<file path="src/rtl/axil_pkg.sv">
// Shared AXI-Lite definitions: bus widths, response codes and the channel
// FSM state encodings used by the register-file responder.
package axil_pkg;

    localparam int AXI_ADDR_WIDTH = 32;
    localparam int AXI_DATA_WIDTH = 32;
    localparam int AXI_STRB_WIDTH = AXI_DATA_WIDTH / 8;
    localparam int ADDR_LSB       = $clog2(AXI_STRB_WIDTH);

    localparam logic [1:0] AXIL_RESP_OKAY   = 2'b00;
    localparam logic [1:0] AXIL_RESP_SLVERR = 2'b10;

    typedef enum logic {
        W_IDLE,
        W_RESP
    } wstate_t;

    typedef enum logic {
        R_IDLE,
        R_DATA
    } rstate_t;

endpackage

</file>
<file path="src/rtl/axil_regfile_addr_dec.sv">
// Combinational byte-address decoder for the register file. Produces the
// register index and hit flag, plus the status-word index and hit flag for
// the window directly above the RW registers.
import axil_pkg::*;

module axil_regfile_addr_dec #(
    parameter int                          NUM_REGS   = 16,
    parameter int                          NUM_STATUS = 4,
    parameter logic [AXI_ADDR_WIDTH-1:0]   BASE_ADDR  = '0,
    parameter int                          REG_IDX_W  = 4,
    parameter int                          STAT_IDX_W = 2
) (
    input  logic [AXI_ADDR_WIDTH-1:0] i_addr,
    output logic [REG_IDX_W-1:0]      o_reg_idx,
    output logic                      o_hit,
    output logic [STAT_IDX_W-1:0]     o_stat_idx,
    output logic                      o_status_hit
);

    logic [AXI_ADDR_WIDTH-1:0] w_off;
    logic [AXI_ADDR_WIDTH-1:0] w_word;

    // Offset wraps at the address width, so addresses below BASE_ADDR land far
    // above the register window and decode as misses.
    assign w_off  = i_addr - BASE_ADDR;
    assign w_word = w_off >> ADDR_LSB;

    assign o_hit        = (w_word < AXI_ADDR_WIDTH'(NUM_REGS));
    assign o_status_hit = !o_hit && (w_word < AXI_ADDR_WIDTH'(NUM_REGS + NUM_STATUS));
    assign o_reg_idx    = REG_IDX_W'(w_word);
    assign o_stat_idx   = STAT_IDX_W'(w_word - AXI_ADDR_WIDTH'(NUM_REGS));

endmodule

</file>
<file path="src/rtl/axil_slave_regfile.sv">
// AXI-Lite responder with NUM_REGS read/write registers exported to fabric,
// plus a one-cycle write pulse per committed register write.
// Optional: define AXIL_REGFILE_STATUS_EN to add read-only status words
// (input status_in) decoded directly above the RW registers.
import axil_pkg::*;

module axil_slave_regfile #(
    parameter int                          NUM_REGS   = 16,
    parameter logic [AXI_ADDR_WIDTH-1:0]   BASE_ADDR  = '0,
    parameter logic [AXI_DATA_WIDTH-1:0]   RESET_VAL  = '0,
    parameter int                          NUM_STATUS = 4
) (
    input  logic                      aclk,
    input  logic                      areset,
    input  logic [AXI_ADDR_WIDTH-1:0] s_axil_awaddr,
    input  logic                      s_axil_awvalid,
    output logic                      s_axil_awready,
    input  logic [AXI_DATA_WIDTH-1:0] s_axil_wdata,
    input  logic [AXI_STRB_WIDTH-1:0] s_axil_wstrb,
    input  logic                      s_axil_wvalid,
    output logic                      s_axil_wready,
    output logic [1:0]                s_axil_bresp,
    output logic                      s_axil_bvalid,
    input  logic                      s_axil_bready,
    input  logic [AXI_ADDR_WIDTH-1:0] s_axil_araddr,
    input  logic                      s_axil_arvalid,
    output logic                      s_axil_arready,
    output logic [AXI_DATA_WIDTH-1:0] s_axil_rdata,
    output logic [1:0]                s_axil_rresp,
    output logic                      s_axil_rvalid,
    input  logic                      s_axil_rready,
`ifdef AXIL_REGFILE_STATUS_EN
    input  logic [AXI_DATA_WIDTH-1:0] status_in [NUM_STATUS],
`endif
    output logic [AXI_DATA_WIDTH-1:0] reg_q [NUM_REGS],
    output logic [NUM_REGS-1:0]       wr_pulse
);

    localparam int REG_IDX_W  = $clog2(NUM_REGS);
    localparam int STAT_IDX_W = (NUM_STATUS > 1) ? $clog2(NUM_STATUS) : 1;

    // Write channel state
    wstate_t                   r_wstate;
    logic                      r_aw_held, r_w_held;
    logic                      r_awready, r_wready;
    logic [AXI_ADDR_WIDTH-1:0] r_awaddr;
    logic [AXI_DATA_WIDTH-1:0] r_wdata;
    logic [AXI_STRB_WIDTH-1:0] r_wstrb;
    logic                      r_bvalid;
    logic [1:0]                r_bresp;
    logic [NUM_REGS-1:0]       r_wr_pulse;
    logic [AXI_DATA_WIDTH-1:0] r_regs [NUM_REGS];

    // Read channel state
    rstate_t                   r_rstate;
    logic                      r_arready;
    logic                      r_rvalid;
    logic [AXI_DATA_WIDTH-1:0] r_rdata;
    logic [1:0]                r_rresp;

    // Decoder outputs
    logic [REG_IDX_W-1:0]      w_wr_idx, w_rd_idx;
    logic [STAT_IDX_W-1:0]     w_wr_stat_idx, w_rd_stat_idx;
    logic                      w_wr_hit, w_rd_hit;
    logic                      w_wr_status_hit, w_rd_status_hit;
    logic [AXI_DATA_WIDTH-1:0] w_rd_data;
    logic [1:0]                w_rd_resp;
    logic                      w_aw_hs, w_w_hs, w_ar_hs;

    axil_regfile_addr_dec #(
        .NUM_REGS   (NUM_REGS),
        .NUM_STATUS (NUM_STATUS),
        .BASE_ADDR  (BASE_ADDR),
        .REG_IDX_W  (REG_IDX_W),
        .STAT_IDX_W (STAT_IDX_W)
    ) u_wr_dec (
        .i_addr       (r_awaddr),
        .o_reg_idx    (w_wr_idx),
        .o_hit        (w_wr_hit),
        .o_stat_idx   (w_wr_stat_idx),
        .o_status_hit (w_wr_status_hit)
    );

    axil_regfile_addr_dec #(
        .NUM_REGS   (NUM_REGS),
        .NUM_STATUS (NUM_STATUS),
        .BASE_ADDR  (BASE_ADDR),
        .REG_IDX_W  (REG_IDX_W),
        .STAT_IDX_W (STAT_IDX_W)
    ) u_rd_dec (
        .i_addr       (s_axil_araddr),
        .o_reg_idx    (w_rd_idx),
        .o_hit        (w_rd_hit),
        .o_stat_idx   (w_rd_stat_idx),
        .o_status_hit (w_rd_status_hit)
    );

    // Status-window writes are plain SLVERR, so the write-side status decode is
    // never consumed; without the status feature the read side is unused too.
    logic w_unused;
`ifdef AXIL_REGFILE_STATUS_EN
    assign w_unused = &{1'b0, w_wr_stat_idx, w_wr_status_hit};
`else
    assign w_unused = &{1'b0, w_wr_stat_idx, w_wr_status_hit, w_rd_stat_idx, w_rd_status_hit};
`endif

    assign w_aw_hs = s_axil_awvalid && r_awready;
    assign w_w_hs  = s_axil_wvalid  && r_wready;
    assign w_ar_hs = s_axil_arvalid && r_arready;

    // Select read data/response for the address currently on the AR channel
    always_comb begin
        // NOTE: defaults first so every path assigns both outputs and no latch is inferred.
        w_rd_data = '0;
        w_rd_resp = AXIL_RESP_SLVERR;
        if (w_rd_hit) begin
            w_rd_data = r_regs[w_rd_idx];
            w_rd_resp = AXIL_RESP_OKAY;
        end
`ifdef AXIL_REGFILE_STATUS_EN
        else if (w_rd_status_hit) begin
            w_rd_data = status_in[w_rd_stat_idx];
            w_rd_resp = AXIL_RESP_OKAY;
        end
`endif
    end

    // Write FSM: capture AW and W independently, commit, then hold B until accepted
    always_ff @(posedge aclk or posedge areset) begin
        if (areset) begin
            r_wstate   <= W_IDLE;
            r_aw_held  <= 1'b0;
            r_w_held   <= 1'b0;
            r_awready  <= 1'b0;
            r_wready   <= 1'b0;
            r_awaddr   <= '0;
            r_wdata    <= '0;
            r_wstrb    <= '0;
            r_bvalid   <= 1'b0;
            r_bresp    <= AXIL_RESP_OKAY;
            r_wr_pulse <= '0;
            // NOTE: these are software-visible flops, not a RAM, so resetting the array is intended.
            for (int i = 0; i < NUM_REGS; i++) begin
                r_regs[i] <= RESET_VAL;
            end
        end else begin
            // NOTE: non-blocking throughout; the pulse default below is overridden by a later commit.
            r_wr_pulse <= '0;
            case (r_wstate)
                W_IDLE: begin
                    if (r_aw_held && r_w_held) begin
                        if (w_wr_hit) begin
                            for (int k = 0; k < AXI_STRB_WIDTH; k++) begin
                                if (r_wstrb[k]) begin
                                    r_regs[w_wr_idx][8*k +: 8] <= r_wdata[8*k +: 8];
                                end
                            end
                            r_wr_pulse[w_wr_idx] <= 1'b1;
                            r_bresp              <= AXIL_RESP_OKAY;
                        end else begin
                            r_bresp <= AXIL_RESP_SLVERR;
                        end
                        r_bvalid <= 1'b1;
                        r_wstate <= W_RESP;
                    end else begin
                        if (w_aw_hs) begin
                            r_awaddr  <= s_axil_awaddr;
                            r_aw_held <= 1'b1;
                        end
                        if (w_w_hs) begin
                            r_wdata  <= s_axil_wdata;
                            r_wstrb  <= s_axil_wstrb;
                            r_w_held <= 1'b1;
                        end
                        // Ready stays low once a beat is held; also raises it after reset.
                        r_awready <= !(r_aw_held || w_aw_hs);
                        r_wready  <= !(r_w_held  || w_w_hs);
                    end
                end
                W_RESP: begin
                    if (s_axil_bready) begin
                        r_bvalid  <= 1'b0;
                        r_aw_held <= 1'b0;
                        r_w_held  <= 1'b0;
                        r_awready <= 1'b1;
                        r_wready  <= 1'b1;
                        r_wstate  <= W_IDLE;
                    end
                end
                default: r_wstate <= W_IDLE;
            endcase
        end
    end

    // Read FSM: register data/response at the AR handshake, hold until accepted
    always_ff @(posedge aclk or posedge areset) begin
        if (areset) begin
            r_rstate  <= R_IDLE;
            r_arready <= 1'b0;
            r_rvalid  <= 1'b0;
            r_rdata   <= '0;
            r_rresp   <= AXIL_RESP_OKAY;
        end else begin
            case (r_rstate)
                R_IDLE: begin
                    if (w_ar_hs) begin
                        r_rdata   <= w_rd_data;
                        r_rresp   <= w_rd_resp;
                        r_rvalid  <= 1'b1;
                        r_arready <= 1'b0;
                        r_rstate  <= R_DATA;
                    end else begin
                        r_arready <= 1'b1;
                    end
                end
                R_DATA: begin
                    if (s_axil_rready) begin
                        r_rvalid  <= 1'b0;
                        r_arready <= 1'b1;
                        r_rstate  <= R_IDLE;
                    end
                end
                default: r_rstate <= R_IDLE;
            endcase
        end
    end

    assign s_axil_awready = r_awready;
    assign s_axil_wready  = r_wready;
    assign s_axil_bvalid  = r_bvalid;
    assign s_axil_bresp   = r_bresp;
    assign s_axil_arready = r_arready;
    assign s_axil_rvalid  = r_rvalid;
    assign s_axil_rdata   = r_rdata;
    assign s_axil_rresp   = r_rresp;
    assign reg_q          = r_regs;
    assign wr_pulse       = r_wr_pulse;

endmodule
</file>
<file path="config.mk">
export PLATFORM = sky130hd
export DESIGN_NAME = axil_slave_regfile
export DESIGN_NICKNAME = d
export VERILOG_FILES = /design/src/rtl/axil_pkg.sv /design/src/rtl/axil_regfile_addr_dec.sv /design/src/rtl/axil_slave_regfile.sv
export SDC_FILE = /design/constraint.sdc
export NUM_CORES = 1
export LEC_CHECK = 0
export ABC_CLOCK_PERIOD_IN_PS = 39500
export CORE_ASPECT_RATIO = 0.7
export CORE_UTILIZATION = 35
export DETAILED_ROUTE_END_ITERATION = 10
export HOLD_SLACK_MARGIN = 0.02
export PLACE_DENSITY_LB_ADDON = 0.2
export REMOVE_ABC_BUFFERS = 1
export SKIP_CTS_REPAIR_TIMING = 1
export SLEW_MARGIN = 20
export SYNTH_ARGS = -nofsm -noshare
export SYNTH_HDL_FRONTEND = slang
export SYNTH_SLANG_ARGS = --single-unit
</file>
<file path="constraint.sdc">
create_clock -name aclk -period 39.5 [get_ports aclk]
set_clock_uncertainty 0.15 [all_clocks]
set_input_delay 5.925 -clock aclk [delete_from_list [all_inputs] [get_ports aclk]]
set_output_delay 5.925 -clock aclk [all_outputs]
set_load 0.005 [all_outputs]
</file>
==> After elaboration in Yosys (flattened, before gate mapping) <==
Index checks and enable logic that the tools add are counted.
W data, S select, Z words.
{ "totals": {"regBits": 641, "out_inout_bits": 569} }
{ "op_classes": {"n_bitwise": 5, "n_eq_ne": 7, "reduce_logical": 20, "n_mux": 62, "order_cmp": 7} }
{ "ops": {"columns": ["operator", "count"], "rows": [
  ["$mux W512", 13],
  ["$bwmux W512", 4],
  ["$demux W32 S4", 4],
  ["$bmux W32 S4", 1],
  ["$mux W32", 4],
  ["$mux W16", 4],
  ["$lt A30 B5 Y1 const B", 2],
  ["$mux W24", 1],
  ["$mux W1", 18],
  ["$pmux W1 S2", 9],
  ["$reduce_and A3 Y1", 5],
  ["$ne A2 B2 Y1 const B", 7],
  ["$ge A5 B5 Y1 const B", 2],
  ["$not A4 Y5", 2],
  ["$reduce_and A2 Y1", 5],
  ["$mux W8", 1],
  ["$logic_and A1 B1 Y1", 6],
  ["$lt A4 B5 Y1 const B", 1],
  ["$lt A5 B1 Y1 const B", 1],
  ["$demux W1 S4", 1],
  ["$ge A4 B1 Y1 const B", 1],
  ["$mux W2", 2],
  ["$not A1 Y1", 3],
  ["$logic_not A1 Y1", 2],
  ["$logic_or A1 B1 Y1", 2]
]} }

==> Longest topological paths before layout <==
{ "logic_depth": {"word_depth": 22, "ltp_mapped": 7} }

==> Hierarchy <==
Synthesis repeated with hierarchy kept, for this count alone.
{ "unflattened": {"hier_cells": 1760, "area_unflattened_um2": 28473.6} }
{ "modules_own_cells": {"columns": ["mod", "instances", "area_each_um2", "cells_per_inst"], "rows": [
  ["axil_slave_regfile", 1, 28215.8, 1722],
  ["axil_regfile_addr_dec", 2, 128.9, 19]
]} }

==> Worst setup path before layout <==
Ideal clock, no wire load.
{ "synth_timing": {"path_type": "input -> register", "start": "input s_axil_araddr[4]", "end": "register r_rdata[10], in the netlist s_axil_rdata[10]", "setup_ns": 0.121, "path_buffers": 3, "setup_slack_ns": 31.512, "cell_stages": 7, "arrival_ns": 7.717, "path_cell_list": "buf_2 > buf_1 > clkbuf_1 > mux4_2 > a22oi_1 > nand2_1 > a22o_1"} }
{ "synth_between": {"elab_chain_len": 5, "word_cells_on_any_way": 6, "cone_classes": "1 x order compare; 4 x mux; 1 x bitwise"} }
{ "synth_rtl": {"columns": ["item", "line_no", "source"], "rows": [
  ["from (decl)", "axil_slave_regfile.sv:25", "input logic [AXI_ADDR_WIDTH-1:0] s_axil_araddr,"],
  ["parallel branches: the longest is 4 deep, another holds $lt A30 B5 Y1", null, null],
  ["$mux W32 (*)", "axil_slave_regfile.sv:116", "if (w_rd_hit) begin"],
  ["to (signal assigned)", "axil_slave_regfile.sv:207", "r_rdata <= w_rd_data;"],
  ["to (decl)", "axil_slave_regfile.sv:58", "logic [AXI_DATA_WIDTH-1:0] r_rdata;"]
]} }
Mark *: on every way between the ends. The select of a mux whose other input is x is not followed.
A chain may end at the register's enable or synchronous reset.

==> impl_metrics.yaml <==
status:
  status: "finished, final reports clean"
pwr:
  clockPowerShare: 0.388
  worst_ir_drop_vdd_v: 0.0000342
  netSwitchingFraction: 0.309
  p_leak_nw: 17.4
  p_switching_mw: 0.504
  comb_power_share: 0.119
  power.density_mw_per_mm2: 42.2
  p_int_mw: 1.13
  seqPwrFrac: 0.493
timing:
  fmax_mhz: 112
  tightestPinTransition_ps: 1100
  slew_headroom: 0.262
  setup_viol: 0
  rsz0062_at_grt: "false"
  totalNegativeSetupSlack_ps: 0
  final_hold_viol_count: 0
  fin_crit_sh: 0.226
  fin_crit_ps: 8940
  report.final.slew_viol_count: 0
  holdWs_ps: 356
drt:
  drt_iter0_drc: 1090
  dr.pass1.iters: 5
  via_per_inst: 5.45
  routed_wirelength_um: 102000
  antenna_left: 0
  drc: 0
  route.vias.total: 19400
  route.detailed.wl_per_inst_um: 28.5
clock_tree:
  cts_made_buffers: 68
  clk_pin_slew_ps: 70
  clk_path_buf_depth: 3
  cts_tree: "done"
  ctsHtreeMaxLevel: 3
  insertion_delay_ps: 620
  root_buffer: "clkbuf_16"
  cts_sinks: 637
synth:
  postSynthCellCount: 1804
  syn_area_per_cell_um2: 15.9
  synth_edf_count: 0
  synth.distinct_cells: 36
  ys_warn_count: 0
  yosysSeqAreaShare: 0.556
  async_flop_share: 1.00
  synth_flop_cell: "dfrtp_1"
  synthesis.area_mm2: 0.0287
  ys_ff_latch: 637
placement:
  gp_congestion: 0.842
  placed_cells: 3443
  dpl.hpwl_um: 70900
  portBuffers: 669
setup_path:
  r2r_cells: 5
  crit_path_max_fanout: 130
  crit_required_ps: 40020
  cp-start-kind: "input port"
  worstPathArrival_ps: 9460
  endpoint_kind: "asynchronous set/reset pin"
  crit_type: "in -> async"
layout:
  drive_gt1_frac: 0.349
  finalNonFillerCells: 3564
  syn_to_final_growth_pct: 34.7
  layout_common_cells: "clkdlybuf4s50_1 (667), dfrtp_1 (637), mux2_2 (514)"
  layout_commonest_cell: "clkdlybuf4s50_1"
  final_nets: 2553
  fin_util: 0.478
  antenna_cells: 0
die:
  start_util: 0.355
  die_area_mm2: 0.0831
  core_area_mm2: 0.0808
  die_h_um: 241
  die_w_um: 344
  rows: 87
  io_pins: 676
grt:
  grt_usage: 0.241
  grt_max_degree: 181
  grt_pass1_vias: 19700
  antenna_found_initial: 0
  overflow: 0
  grt_pass1_wl_um: 145000
job:
  maxCapViolCount: 0
min_path:
  hold_class: "reg -> reg"
  min_path_cells: 1
## power groups by stage
| stage | registers [mW] | clock network [mW] | logic [mW] |
|---|---|---|---|
| after floorplan | 0.766 | 0 | 0.121 |
| after global placement | 0.808 | 0 | 0.192 |
| after detailed placement | 0.813 | 0 | 0.198 |
| after CTS | 0.801 | 0.645 | 0.199 |
| after global routing | 0.814 | 0.673 | 0.211 |
| final | 0.804 | 0.632 | 0.194 |
## sequential cells by signal (all words and copies together) (netlist names)
signal	count
r_wdata	32
s_axil_arready	1
s_axil_rresp	1
s_axil_rdata	32
r_aw_held	1
r_w_held	1
r_rstate	1
reg_q	512
s_axil_bvalid	1
s_axil_rvalid	1
r_wstrb	4
r_wstate	1
s_axil_awready	1
s_axil_wready	1
wr_pulse	16
r_awaddr	30
s_axil_bresp	1
## through the flow
stage          worst slack, ps  total power [mW]  area [um2]
2_1_floorplan            15580             0.887       28100
3_3_place_gp             29730              1.00       36400
3_5_place_dp             29630              1.01       36400
4_1_cts                  30300              1.64       38600
5_1_grt                  30070              1.70       38600
6_report                 30560              1.63       38600
## Yosys cell counts, types with 5 or more instances
library cell / count / share of area
inv_1: 6 / 0.00079
mux2_2: 514 / 0.20
clkbuf_1: 87 / 0.011
and2_1: 12 / 0.0026
buf_2: 13 / 0.0023
a21oi_1: 8 / 0.0014
mux2i_1: 5 / 0.0017
mux4_2: 128 / 0.10
mux2_4: 56 / 0.029
and3b_1: 8 / 0.0024
nand4_1: 36 / 0.0079
nor4_1: 12 / 0.0026
mux2_1: 6 / 0.0024
dfrtp_1: 637 / 0.56
nand2_1: 61 / 0.0080
and3_1: 5 / 0.0011
buf_1: 15 / 0.0020
nor2_1: 28 / 0.0037
a22o_1: 32 / 0.0098
nor4_4: 36 / 0.027
a22oi_1: 62 / 0.016
## final cells by class
type / instances / area, um2
clock buffer: 103 / 1940
clock inverter: 17 / 219
fill: 6970 / 42100
inverter: 6 / 30.0
multi-input combinational: 1039 / 12200
sequential: 637 / 15900
tap: 1068 / 1340
timing repair buffer: 694 / 6930
## worst paths after layout
check / slack, ps / from / to
min in group asynchronous: 5770 / areset / r_wdata[2]
min: 360 / s_axil_rdata[19] / s_axil_rdata[19]
max reg2reg: 36100 / r_awaddr[4] / reg_q[411]
max in group aclk: 31070 / s_axil_araddr[2] / s_axil_rdata[16]
min reg2reg: 360 / s_axil_rdata[19] / s_axil_rdata[19]
max: 30560 / areset / reg_q[168]
## per-layer routing
layer / vias up / wire [um] / track usage
met5: - / 0 / 0
met4: 0 / 1940 / 0.0562
met3: 116 / 7180 / 0.0642
met2: 638 / 48700 / 0.387
met1: 10500 / 43700 / 0.324
li1: 8144 / - / -
## cell families (layout without fill, tap and decap cells)
| logic type | count (synthesis) | in the layout | synth area share |
|---|---|---|---|
| flops | 637 | 637 | 0.556 |
| simple gates | 220 | 220 | 0.0601 |
| buf+inv | 129 | 820 | 0.0193 |
| other cells | 1 | 2 | 0.000131 |
| compound gates | 108 | 108 | 0.0287 |
| mux | 709 | 709 | 0.336 |
## critical path, cell delays in order
cell             delay, ps
clkdlybuf4s50_1        490
inv_8                  640
buf_4                  780
buf_4                  590
buf_12                 280
buf_4                  590
Note: power is estimated with default switching activity, not from simulation.
